--- src/rtl/bp_cfg_streamer.sv ---
// Streams one configuration as a header word, field_count_p field words and an
// XOR checksum word over a valid/ready config bus.
module bp_cfg_streamer #(
    parameter int field_count_p  = 20,
    parameter int field_width_p  = 32,
    parameter int addr_width_p   = 8,
    parameter int cfg_id_width_p = 7
) (
    input  logic                                    clk_i,
    input  logic                                    reset_i,
    input  logic                                    start_i,
    input  logic [cfg_id_width_p-1:0]               cfg_id_i,
    input  logic [field_count_p*field_width_p-1:0]  cfg_fields_i,
    output logic                                    v_o,
    output logic [addr_width_p-1:0]                 addr_o,
    output logic [field_width_p-1:0]                data_o,
    input  logic                                    ready_i,
    output logic                                    busy_o,
    output logic                                    done_o,
    output logic                                    err_o
);

    localparam int IDX_W = (field_count_p > 1) ? $clog2(field_count_p) : 1;
    localparam logic [IDX_W-1:0]        LAST_IDX = IDX_W'(field_count_p - 1);
    localparam logic [addr_width_p-1:0] CHK_ADDR = addr_width_p'(field_count_p + 1);

    typedef enum logic [2:0] {
        ST_IDLE     = 3'd0,
        ST_HEADER   = 3'd1,
        ST_FIELDS   = 3'd2,
        ST_CHECKSUM = 3'd3,
        ST_DONE     = 3'd4
    } state_t;

    function automatic logic [field_width_p-1:0] sel_field(
        input logic [field_count_p*field_width_p-1:0] fields,
        input logic [IDX_W-1:0]                       k
    );
        sel_field = fields[int'(k)*field_width_p +: field_width_p];
    endfunction

    state_t                               r_state;
    logic [cfg_id_width_p-1:0]            r_cfg_id;
    logic [field_count_p*field_width_p-1:0] r_fields;
    logic [IDX_W-1:0]                     r_idx;
    logic [field_width_p-1:0]             r_acc;
    logic [addr_width_p-1:0]              r_addr;
    logic [field_width_p-1:0]             r_data;
    logic                                 r_v;
    logic                                 r_busy;
    logic                                 r_done;
    logic                                 r_err;

    state_t                               w_state_nxt;
    logic [cfg_id_width_p-1:0]            w_cfg_id_nxt;
    logic [field_count_p*field_width_p-1:0] w_fields_nxt;
    logic [IDX_W-1:0]                     w_idx_nxt;
    logic [field_width_p-1:0]             w_acc_nxt;
    logic [addr_width_p-1:0]              w_addr_nxt;
    logic [field_width_p-1:0]             w_data_nxt;
    logic                                 w_v_nxt;
    logic                                 w_busy_nxt;
    logic                                 w_done_nxt;
    logic                                 w_err_nxt;
    logic                                 w_xfer;

    assign w_xfer = r_v & ready_i;

    // Next-state and next-output decode; the bus word for the next state is
    // prepared here so addr/data leave a register aligned with v.
    always_comb begin
        w_state_nxt  = r_state;
        w_cfg_id_nxt = r_cfg_id;
        w_fields_nxt = r_fields;
        w_idx_nxt    = r_idx;
        w_acc_nxt    = r_acc;
        w_addr_nxt   = r_addr;
        w_data_nxt   = r_data;
        w_err_nxt    = 1'b0;
        case (r_state)
            ST_IDLE: begin
                if (start_i) begin
                    if (cfg_id_i != {cfg_id_width_p{1'b0}}) begin
                        w_state_nxt  = ST_HEADER;
                        w_cfg_id_nxt = cfg_id_i;
                        w_fields_nxt = cfg_fields_i;
                        w_idx_nxt    = {IDX_W{1'b0}};
                        w_acc_nxt    = {field_width_p{1'b0}};
                        w_addr_nxt   = {addr_width_p{1'b0}};
                        w_data_nxt   = field_width_p'(cfg_id_i);
                    end else begin
                        w_err_nxt    = 1'b1;
                    end
                end else begin
                    w_state_nxt = ST_IDLE;
                end
            end
            ST_HEADER: begin
                if (w_xfer) begin
                    w_state_nxt = ST_FIELDS;
                    w_acc_nxt   = field_width_p'(r_cfg_id);
                    w_idx_nxt   = {IDX_W{1'b0}};
                    w_addr_nxt  = addr_width_p'(1);
                    w_data_nxt  = sel_field(r_fields, {IDX_W{1'b0}});
                end else begin
                    w_state_nxt = ST_HEADER;
                end
            end
            ST_FIELDS: begin
                if (w_xfer) begin
                    w_acc_nxt = r_acc ^ r_data;
                    if (r_idx == LAST_IDX) begin
                        w_state_nxt = ST_CHECKSUM;
                        w_addr_nxt  = CHK_ADDR;
                        w_data_nxt  = r_acc ^ r_data;
                    end else begin
                        w_idx_nxt   = r_idx + IDX_W'(1);
                        w_addr_nxt  = r_addr + addr_width_p'(1);
                        w_data_nxt  = sel_field(r_fields, r_idx + IDX_W'(1));
                    end
                end else begin
                    w_state_nxt = ST_FIELDS;
                end
            end
            ST_CHECKSUM: begin
                if (w_xfer) begin
                    w_state_nxt = ST_DONE;
                    w_addr_nxt  = {addr_width_p{1'b0}};
                    w_data_nxt  = {field_width_p{1'b0}};
                end else begin
                    w_state_nxt = ST_CHECKSUM;
                end
            end
            ST_DONE: begin
                w_state_nxt = ST_IDLE;
            end
            default: begin
                w_state_nxt = ST_IDLE;
            end
        endcase

        case (w_state_nxt)
            ST_HEADER, ST_FIELDS, ST_CHECKSUM: w_v_nxt = 1'b1;
            default:                           w_v_nxt = 1'b0;
        endcase
        w_busy_nxt = (w_state_nxt != ST_IDLE);
        w_done_nxt = (w_state_nxt == ST_DONE);
    end

    // State and output registers; reset clears everything immediately.
    always_ff @(posedge clk_i or posedge reset_i) begin
        if (reset_i) begin
            r_state  <= ST_IDLE;
            r_cfg_id <= {cfg_id_width_p{1'b0}};
            r_fields <= {(field_count_p*field_width_p){1'b0}};
            r_idx    <= {IDX_W{1'b0}};
            r_acc    <= {field_width_p{1'b0}};
            r_addr   <= {addr_width_p{1'b0}};
            r_data   <= {field_width_p{1'b0}};
            r_v      <= 1'b0;
            r_busy   <= 1'b0;
            r_done   <= 1'b0;
            r_err    <= 1'b0;
        end else begin
            r_state  <= w_state_nxt;
            r_cfg_id <= w_cfg_id_nxt;
            r_fields <= w_fields_nxt;
            r_idx    <= w_idx_nxt;
            r_acc    <= w_acc_nxt;
            r_addr   <= w_addr_nxt;
            r_data   <= w_data_nxt;
            r_v      <= w_v_nxt;
            r_busy   <= w_busy_nxt;
            r_done   <= w_done_nxt;
            r_err    <= w_err_nxt;
        end
    end

    assign v_o    = r_v;
    assign addr_o = r_addr;
    assign data_o = r_data;
    assign busy_o = r_busy;
    assign done_o = r_done;
    assign err_o  = r_err;

endmodule
--- config.mk ---
export PLATFORM = sky130hd
export DESIGN_NAME = bp_cfg_streamer
export DESIGN_NICKNAME = d
export VERILOG_FILES = /design/src/rtl/bp_cfg_streamer.sv
export SDC_FILE = /design/constraint.sdc
export NUM_CORES = 2
export LEC_CHECK = 0
export BUFFER_PORTS_ARGS = -buffer_cell sky130_fd_sc_hd__buf_2
export CAP_MARGIN = 10
export CORE_AREA = 2 2 271 273
export DETAILED_ROUTE_END_ITERATION = 16
export DIE_AREA = 0 0 273 275
export PLACE_DENSITY = 0.73
export SLEW_MARGIN = 5
export SYNTH_ARGS = -nofsm -noshare
export SYNTH_HDL_FRONTEND = slang
export SYNTH_SLANG_ARGS = --single-unit
--- constraint.sdc ---
create_clock -name clk_i -period 40.1 [get_ports clk_i]
set_clock_uncertainty 0.1 [all_clocks]
set_input_delay 2.005 -clock clk_i [delete_from_list [all_inputs] [get_ports clk_i]]
set_output_delay 2.005 -clock clk_i [all_outputs]
set_load 0.02 [all_outputs]
# Word-level counts from Yosys, hierarchy flattened
# Cells that the tools add are included.
# W data, S select, Z words.
# totals
register_bits	731
output_inout_bits	44
# op_classes
n_addsub	2
n_eq_ne	14
shift	1
n_mux	36
bitwise_logic	2
n_reduce_logical	10
# ops
op	n
$shiftx A640 B11 Y32	1
$mux W32	10
$pmux W32 S4	1
$pmux W32 S3	1
$mux W8	6
$pmux W8 S4	1
$xor A32 B32 Y32	1
$mux W5	5
$mux W3	5
$pmux W5 S3	1
$eq A3 B2 Y1 const B	4
$ne A2 B2 Y1 const B	6
$pmux W3 S4	1
$reduce_and A6 Y1	2
$add A8 B1 Y8 const B	1
$reduce_bool A7 Y1	1
$eq A3 B1 Y1 const B	2
$reduce_bool A3 Y1	2
$add A5 B1 Y5 const B	1
$eq A5 B5 Y1 const B	1
$reduce_and A5 Y1	1
$mux W1	4
$reduce_bool A4 Y1	1
$eq A3 B3 Y1 const B	1
other kinds (5)	5

# Longest topological paths before layout
# Gate-level depths: netlist of the first run.
# depth
ltp_word	7
depth_mapped	9
mapped_depth_nobuf	6

# Worst setup path before layout of the first run
# No wires, ideal clock.
# synth_timing
kind	input port to flip-flop
start	input cfg_id_i[1]
end	register r_data[6], in the netlist data_o[6]
setup_ns	0.104
t_arrival_ns	3.352
required_ns	39.896
slack_ns	36.544
path_stages	5
n_path_buf	1
cell_sequence	or4_1 -> o21ai_1 -> clkbuf_1 -> o211ai_1 -> o311ai_1
# synth_via
elab_chain_len	3
# synth_lines
element	line_no	source
start, declared	12	input logic [cfg_id_width_p-1:0] cfg_id_i,
$reduce_bool A7 Y1	83	if (cfg_id_i != {cfg_id_width_p{1'b0}}) begin
$ne A2 B2 Y1 (no line)	--	
$reduce_and A6 Y1 (no line)	--	
end signal, assigned	159	r_data <= {field_width_p{1'b0}};
end signal, assigned	171	r_data <= w_data_nxt;
end, declared	48	logic [field_width_p-1:0] r_data;
# No other way between the ends.
# A chain may end at the register's enable or synchronous reset.

# Worst setup path in the final report of the first run
# layout_timing
start	input start_i
end	register r_fields[544]
# layout_via
elab_chain_len	1
# layout_lines
element	line_no	source
start, declared	11	input logic start_i,
$reduce_and A3 Y1 (no line)	--	
end signal, assigned	155	r_fields <= {(field_count_p*field_width_p){1'b0}};
end signal, assigned	167	r_fields <= w_fields_nxt;
end, declared	44	logic [field_count_p*field_width_p-1:0] r_fields;
# No other way between the ends.

==> results of run 1 <==
critical path, delay by kind of cell:
kind,cells,cell delay [ps]
compound gates,1,270
buf+inv,5,3140
simple gates,3,720
how the worst max path moves through the flow:
stage                       start            end  slack [ps]  cells after the start
after floorplan           reset_i      addr_o[0]       17490                      1
after global placement    start_i  r_fields[608]       33840                      9
after detailed placement  start_i  r_fields[567]       33740                      9
after CTS                 start_i  r_fields[544]       34380                      9
after global routing      start_i  r_fields[513]       33920                      9
final                     start_i  r_fields[544]       34200                      9
state kept, by name (all words and copies together) (netlist names):
register and count:
data_o 32, r_state 3, busy_o 1, r_cfg_id 7, v_o 1, err_o 1
done_o 1, r_fields 640, r_acc 32, r_idx 5, addr_o 8
power by group through the flow:
stage / clock network (µW) / registers [µW] / logic [µW]
floorplan: 0 / 1240 / 841
global placement: 0 / 1290 / 1190
detailed placement: 0 / 1300 / 1220
CTS: 762 / 1290 / 1230
global route: 793 / 1330 / 1360
finish: 754 / 1300 / 1230
cell type report:
cell class / instances / area (µm²) / share of cell area
clock inverters: 25 / 310.3 / 0.007619
multi-input cells: 2807 / 14520 / 0.3565
inverters: 29 / 116.4 / 0.002857
flip-flops and latches: 731 / 18300 / 0.4492
repair buffers: 738 / 3829 / 0.09401
diodes: 25 / 62.56 / 0.001536
well taps: 959 / 1200 / 0.02946
clock buffers: 120 / 2394 / 0.05877
cell usage after synthesis, types with 3 or more instances:
cell,number,area [µm²]
mux2i_1,39,390.4
inv_1,29,108.9
xor2_1,4,35.03
a21o_1,9,67.56
buf_1,3,11.26
o221ai_1,50,437.9
nand3_1,23,115.1
mux4_2,132,2973
nor2_1,232,870.8
a31oi_1,4,25.02
and3_1,3,18.77
a31o_2,6,52.55
xnor2_1,8,70.07
o21ai_1,36,180.2
nand2_1,2018,7575
nor3b_1,7,52.55
dfrtp_1,731,18290
a41o_1,6,60.06
a32oi_1,24,210.2
nor3_1,5,25.02
buf_2,153,765.7
a22oi_1,20,150.1
o21ai_0,93,465.5
a221oi_1,6,52.55
clkbuf_1,80,300.3
buf_4,7,52.55
a21oi_1,40,200.2
cell families (layout without fill, tap and decap cells):
| kind of cell | Yosys count | in the layout | share of synthesized area |
|---|---|---|---|
| other | 0 | 25 | 0 |
| XOR/XNOR | 13 | 13 | 0.003575 |
| buffers and inverters | 272 | 912 | 0.03649 |
| AND/OR/NAND/NOR | 2310 | 2310 | 0.2607 |
| AO/OA/AOI/OAI | 311 | 311 | 0.06049 |
| adder cells (fa/ha/maj) | 2 | 2 | 0.0007371 |
| multiplexers | 171 | 171 | 0.09908 |
| flip-flops | 731 | 731 | 0.5389 |
routing by layer:
metal	vias up	GRT usage	wire, µm
met5	-	0	44
met2	1451	0.4967	56140
met4	6	0.1540	6012
met3	259	0.06398	10550
li1	13510	-	-
met1	14500	0.4109	45970
per-stage QoR:
stage | hold slack, ps | setup slack [ps] | instance area [µm²] | utilization | std cells
3_5_place_dp | 356.7 | 33740 | 37960 | 0.5248 | 5264
4_1_cts | 371.2 | 34380 | 40670 | 0.5621 | 5409
5_1_grt | 380.9 | 33920 | 40720 | 0.5629 | 5431
3_3_place_gp | 351.9 | 33840 | 37960 | 0.5248 | 5264
6_report | 367.7 | 34200 | 40730 | 0.5630 | 5434
2_1_floorplan | 340.3 | 17490 | 33950 | - | 3810
==> out/qor.txt, run 1 <==
Vias/cell: 5.469
initial antenna violation count: 28
Worst-path clk slew: 60 ps
Worst EP required: 40,560 ps
outcome: completed
post-CTS sizing: 0
pwr/cell area: 80.67 nW/µm²
P&R area growth vs syn: 19.98%
fraction of registers with async set or reset after synthesis: 1.000
clock sink total: 731
Post-Syn Nets: 4,463
CTS Buf Count: 79
Max Freq: 169.5 MHz
Routed Antenna Nets: 0
DR WL/cell: 21.85 µm
clk buf depth: 3
RR Startpoint: r_state[2]
Yosys cell types: 62
hold_sp: r_fields[75]
DRC: 0
CTS H-tree lvls: 3
Critical Path Sink Type: flop
CP Cell Sequence: buf_2 > nor4b_4 > a21boi_4 > buf_4 > buf_4 > buf_4 > buf_4 > nand2_1 > nand2_1
register area share after synthesis: 0.5389
Final Setup Violations: 0
commonest non-fill, non-tap cell in the layout: nand2_1
GR Util All Layers: 0.3123
GRT overflow: 0
PortBufs: 694
Mapped Avg Cell Area: 8.909 µm²
Int Pwr: 1973 µW
DP HPWL: 85,740 µm
MaxCap Viol Count: 0
WL final: 118,700 µm
Final nets: 5,039
Yosys warnings: 0
vias in the first global route: 28,760
layout cells sized above 1: 0.2303
CTS root buffer: clkbuf_16
num ports: 695
NetSw: 1312 µW
endpoints failing hold: 0
Slew headroom: 0.2289
Worst path slowest cell: buf_4
die footprint: 75,080 µm²
Fin Setup TNS: 0 ps
Hold Crit Class: reg -> reg
vias after detailed routing: 29,720
Reg power frac: 0.397
DRT iter0 DRCs: 3,454
Die Span X: 273 µm
Hold Path Depth: 2
EDFF count, synth: 0
hold_buf cts: 0
drt pass-1 iters: 6
Clk pwr share: 0.230
Rows: 99
Synth Flop Type: dfrtp_1
critical path startpoint category: input pin
most frequent cells in the layout: nand2_1, dfrtp_1, buf_2
Crit Path Class: in -> reg
gate count of the mapped netlist: 3,810
crit share post-route: 0.1472
die height: 275 µm
Worst R2R Setup Slack: 34,920 ps
CTS tree: built
fillers: 6,462
peak supply drop: 0.00004803 V
max incr delay on CP: 840 ps
critical path arrival: 6360 ps
first-pass GRT wire length: 175,000 µm
Worst-Skew Late Latency: 640 ps
largest net degree at the start of global routing: 191
Crit Path Max Fanout: 95
GP Congestion: 0.9449
max-slew violations: 0
Leak: 0.02125 µW
synthesized area: 33,950 µm²
Total Power: 3285 µW
worst slew pin tran: 1155 ps
Core Box Area: 72,340 µm²
RSZ-0062 raised after global routing: false
Worst Hold End: r_fields[75]
Min Clock Period, post-route: 5901 ps
cell count of the worst reg-to-reg path: 8
Initial Util: 0.4692
Post-CTS Setup Inserts: 0
flops & latches, synth: 731
Sw Ratio: 0.3994
Crit Reg-Reg Endpoint: r_fields[544]
most frequent CP cell: buf_4
combinational share of power: 0.373
Note: power is estimated with default switching activity, not from simulation.
==> run 2, diff against run 1 <==
Settings changed: CORE_AREA 2 2 271 273 to 2 2 267 269, DIE_AREA 0 0 273 275 to 0 0 269 271, PLACE_DENSITY 0.73 to 0.75.
Clock period 40.1 ns to 6.13 ns, I/O delays scaled along.
==> run 2 against run 1 <==
  * Hold slack worse by 300 ps
  * Sequential power grew to 7.0 times the previous value
  * Critical path type is now reg -> reg
  * Clock-buffer cell count is 4 lower
  * Die area is 2.9% lower
  * Critical endpoint is now data_o[16]
==> out/qor.txt, run 2 (synthesis results as in run 1) <==
outcome: completed (unchanged)
critical path startpoint category: flop (was input pin)
CTS root buffer: clkbuf_16 (unchanged)
final worst slack: 2075 ps (was 34,200 ps)
largest net degree at the start of global routing: 203 (was 191)
endpoints failing hold: 0 (unchanged)
PortBufs: 694 (unchanged)
Crit Path Class: reg -> reg (was in -> reg)
critical path arrival: 4450 ps (was 6360 ps)
Post-Place Worst Slack: 2016 ps (was 33,740 ps)
num ports: 695 (unchanged)
Finished Cell Area: 47,280 µm² (was 40,730 µm²)
max-slew violations: 0 (unchanged)
Crit Path Max Fanout: 58 (was 95)
Min Clock Period, post-route: 4055 ps
die footprint: 72,900 µm² (was 75,080 µm²)
Vias/cell: 5.842 (was 5.469)
Max Freq: 246.6 MHz
layout cells sized above 1: 0.2009 (was 0.2303)
CTS H-tree lvls: 3 (unchanged)
WL final: 157,800 µm (was 118,700 µm)
DRT iter0 DRCs: 5,078 (was 3,454)
clock sink total: 731 (unchanged)
Worst R2R Setup Slack: 2080 ps (was 34,920 ps)
commonest non-fill, non-tap cell in the layout: nand2_1 (unchanged)
Layout Cells excl Fill: 6,049 (was 5,434)
die height: 271 µm (was 275 µm)
Worst EP required: 6520 ps (was 40,560 ps)
Worst-Skew Late Latency: 630 ps (was 640 ps)
vias in the first global route: 35,510 (was 28,760)
RSZ-0062 raised after global routing: false (unchanged)
Leak: 0.02399 µW (was 0.02125 µW)
Final Setup Violations: 0 (unchanged)
max FFs per register: 640 (unchanged)
GP Congestion: 0.9735 (was 0.9449)
initial antenna violation count: 21 (was 28)
DR WL/cell: 26.08 µm (was 21.85 µm)
DRC: 0 (unchanged)
vias after detailed routing: 35,340 (was 29,720)
GR Util All Layers: 0.4325 (was 0.3123)
Final nets: 5,685 (was 5,039)
Placed Area: 38,060 µm² (was 37,960 µm²)
CTS Buf Count: 79 (unchanged)
GRT overflow: 0 (unchanged)
Critical Path Sink Type: flop (unchanged)
Core Box Area: 69,790 µm² (was 72,340 µm²)
Slew headroom: 0.1471 (was 0.2289)
Final Core Density: 0.6775 (was 0.5630)
DP HPWL: 97,540 µm (was 85,740 µm)
worst slew pin tran: 1275 ps (was 1155 ps)
Total Power: 22,980 µW (was 3285 µW)
first-pass GRT wire length: 228,300 µm (was 175,000 µm)
Routed Antenna Nets: 0 (unchanged)
crit share post-route: 0.6615
Hold Crit Class: in -> reg (was reg -> reg)
most frequent cells in the layout: nand2_1, dfrtp_1, buf_2 (unchanged)
Most flops, register: r_fields (unchanged)
clk buf depth: 3 (unchanged)
P&R area growth vs syn: 39.29% (was 19.98%)
Die Span X: 269 µm (was 273 µm)
Initial Util: 0.4864 (was 0.4692)
drt pass-1 iters: 9 (was 6)
MaxCap Viol Count: 0 (unchanged)
Rows: 97 (was 99)
Post-Place Cells: 5,242 (was 5,264)
Worst-path clk slew: 60 ps (about the same)
Post-CTS Setup Inserts: 0 (unchanged)
peak supply drop: 0.0002434 V (was 0.00004803 V)
CTS tree: built (unchanged)
pwr/cell area: 486.1 nW/µm² (was 80.67 nW/µm²)
-- run 2: worst max-delay path, cell delays in order, from the launching register on --
cell,delay [ps]
dfrtp_4,980
ha_4,840
buf_4,640
mux4_2,590
nor2_1,140
nor2_1,60
o221ai_1,380
o221ai_1,160
-- run 2: final cells by class --
type	instances	area, µm²
Multi-Input combinational cell	2807	14520
Clock inverter	30	359.1
Tap cell	940	1176
Sequential cell	731	18300
Antenna cell	12	30.03
Clock buffer	116	2338
Fill cell	4950	22500
Inverter	29	112.6
Timing Repair Buffer	1384	10450
-- run 2: path summary, 6_finish.rpt --
kind                                from  cells past startpoint            end
max                             r_idx[0]                      7     data_o[16]
min                              start_i                      3          err_o
max reg2reg                     r_idx[0]                      7     data_o[16]
min reg2reg                r_fields[109]                      2  r_fields[109]
max in group asynchronous        reset_i                      5  r_fields[447]
min in group asynchronous        reset_i                      3  r_fields[146]
-- run 2: per-layer routing --
layer / up-vias / global-route usage / routed length (µm)
li1: 14800 / - / -
met1: 17090 / 0.5363 / 56850
met5: - / 0.007432 / 181
met3: 806 / 0.1333 / 17280
met4: 14 / 0.2924 / 12360
met2: 2629 / 0.6487 / 71100
-- run 2: report_power, final --
group / switching, µW / total, µW / leakage, µW / internal [µW]
combinational: 5470 / 8800 / 0.0135 / 3330
sequential: 2110 / 9130 / 0.00918 / 7020
clock: 2100 / 5060 / 0.00133 / 2950
total: 9690 / 23000 / 0.0240 / 13300
-- run 2: through the flow --
stage          setup TNS [ps]  hold slack, ps
3_5_place_dp                0           345.6
3_3_place_gp                0           347.1
5_1_grt                     0           59.11
4_1_cts                     0           37.54
6_report                    0           64.72
2_1_floorplan        -3137520           311.9
-- run 2: repair_timing --
item / in CTS / in global routing
endpoints found under the hold margin: 668 / 0
hold buffers: 648 / 0
gates resized for setup: 0 / 0
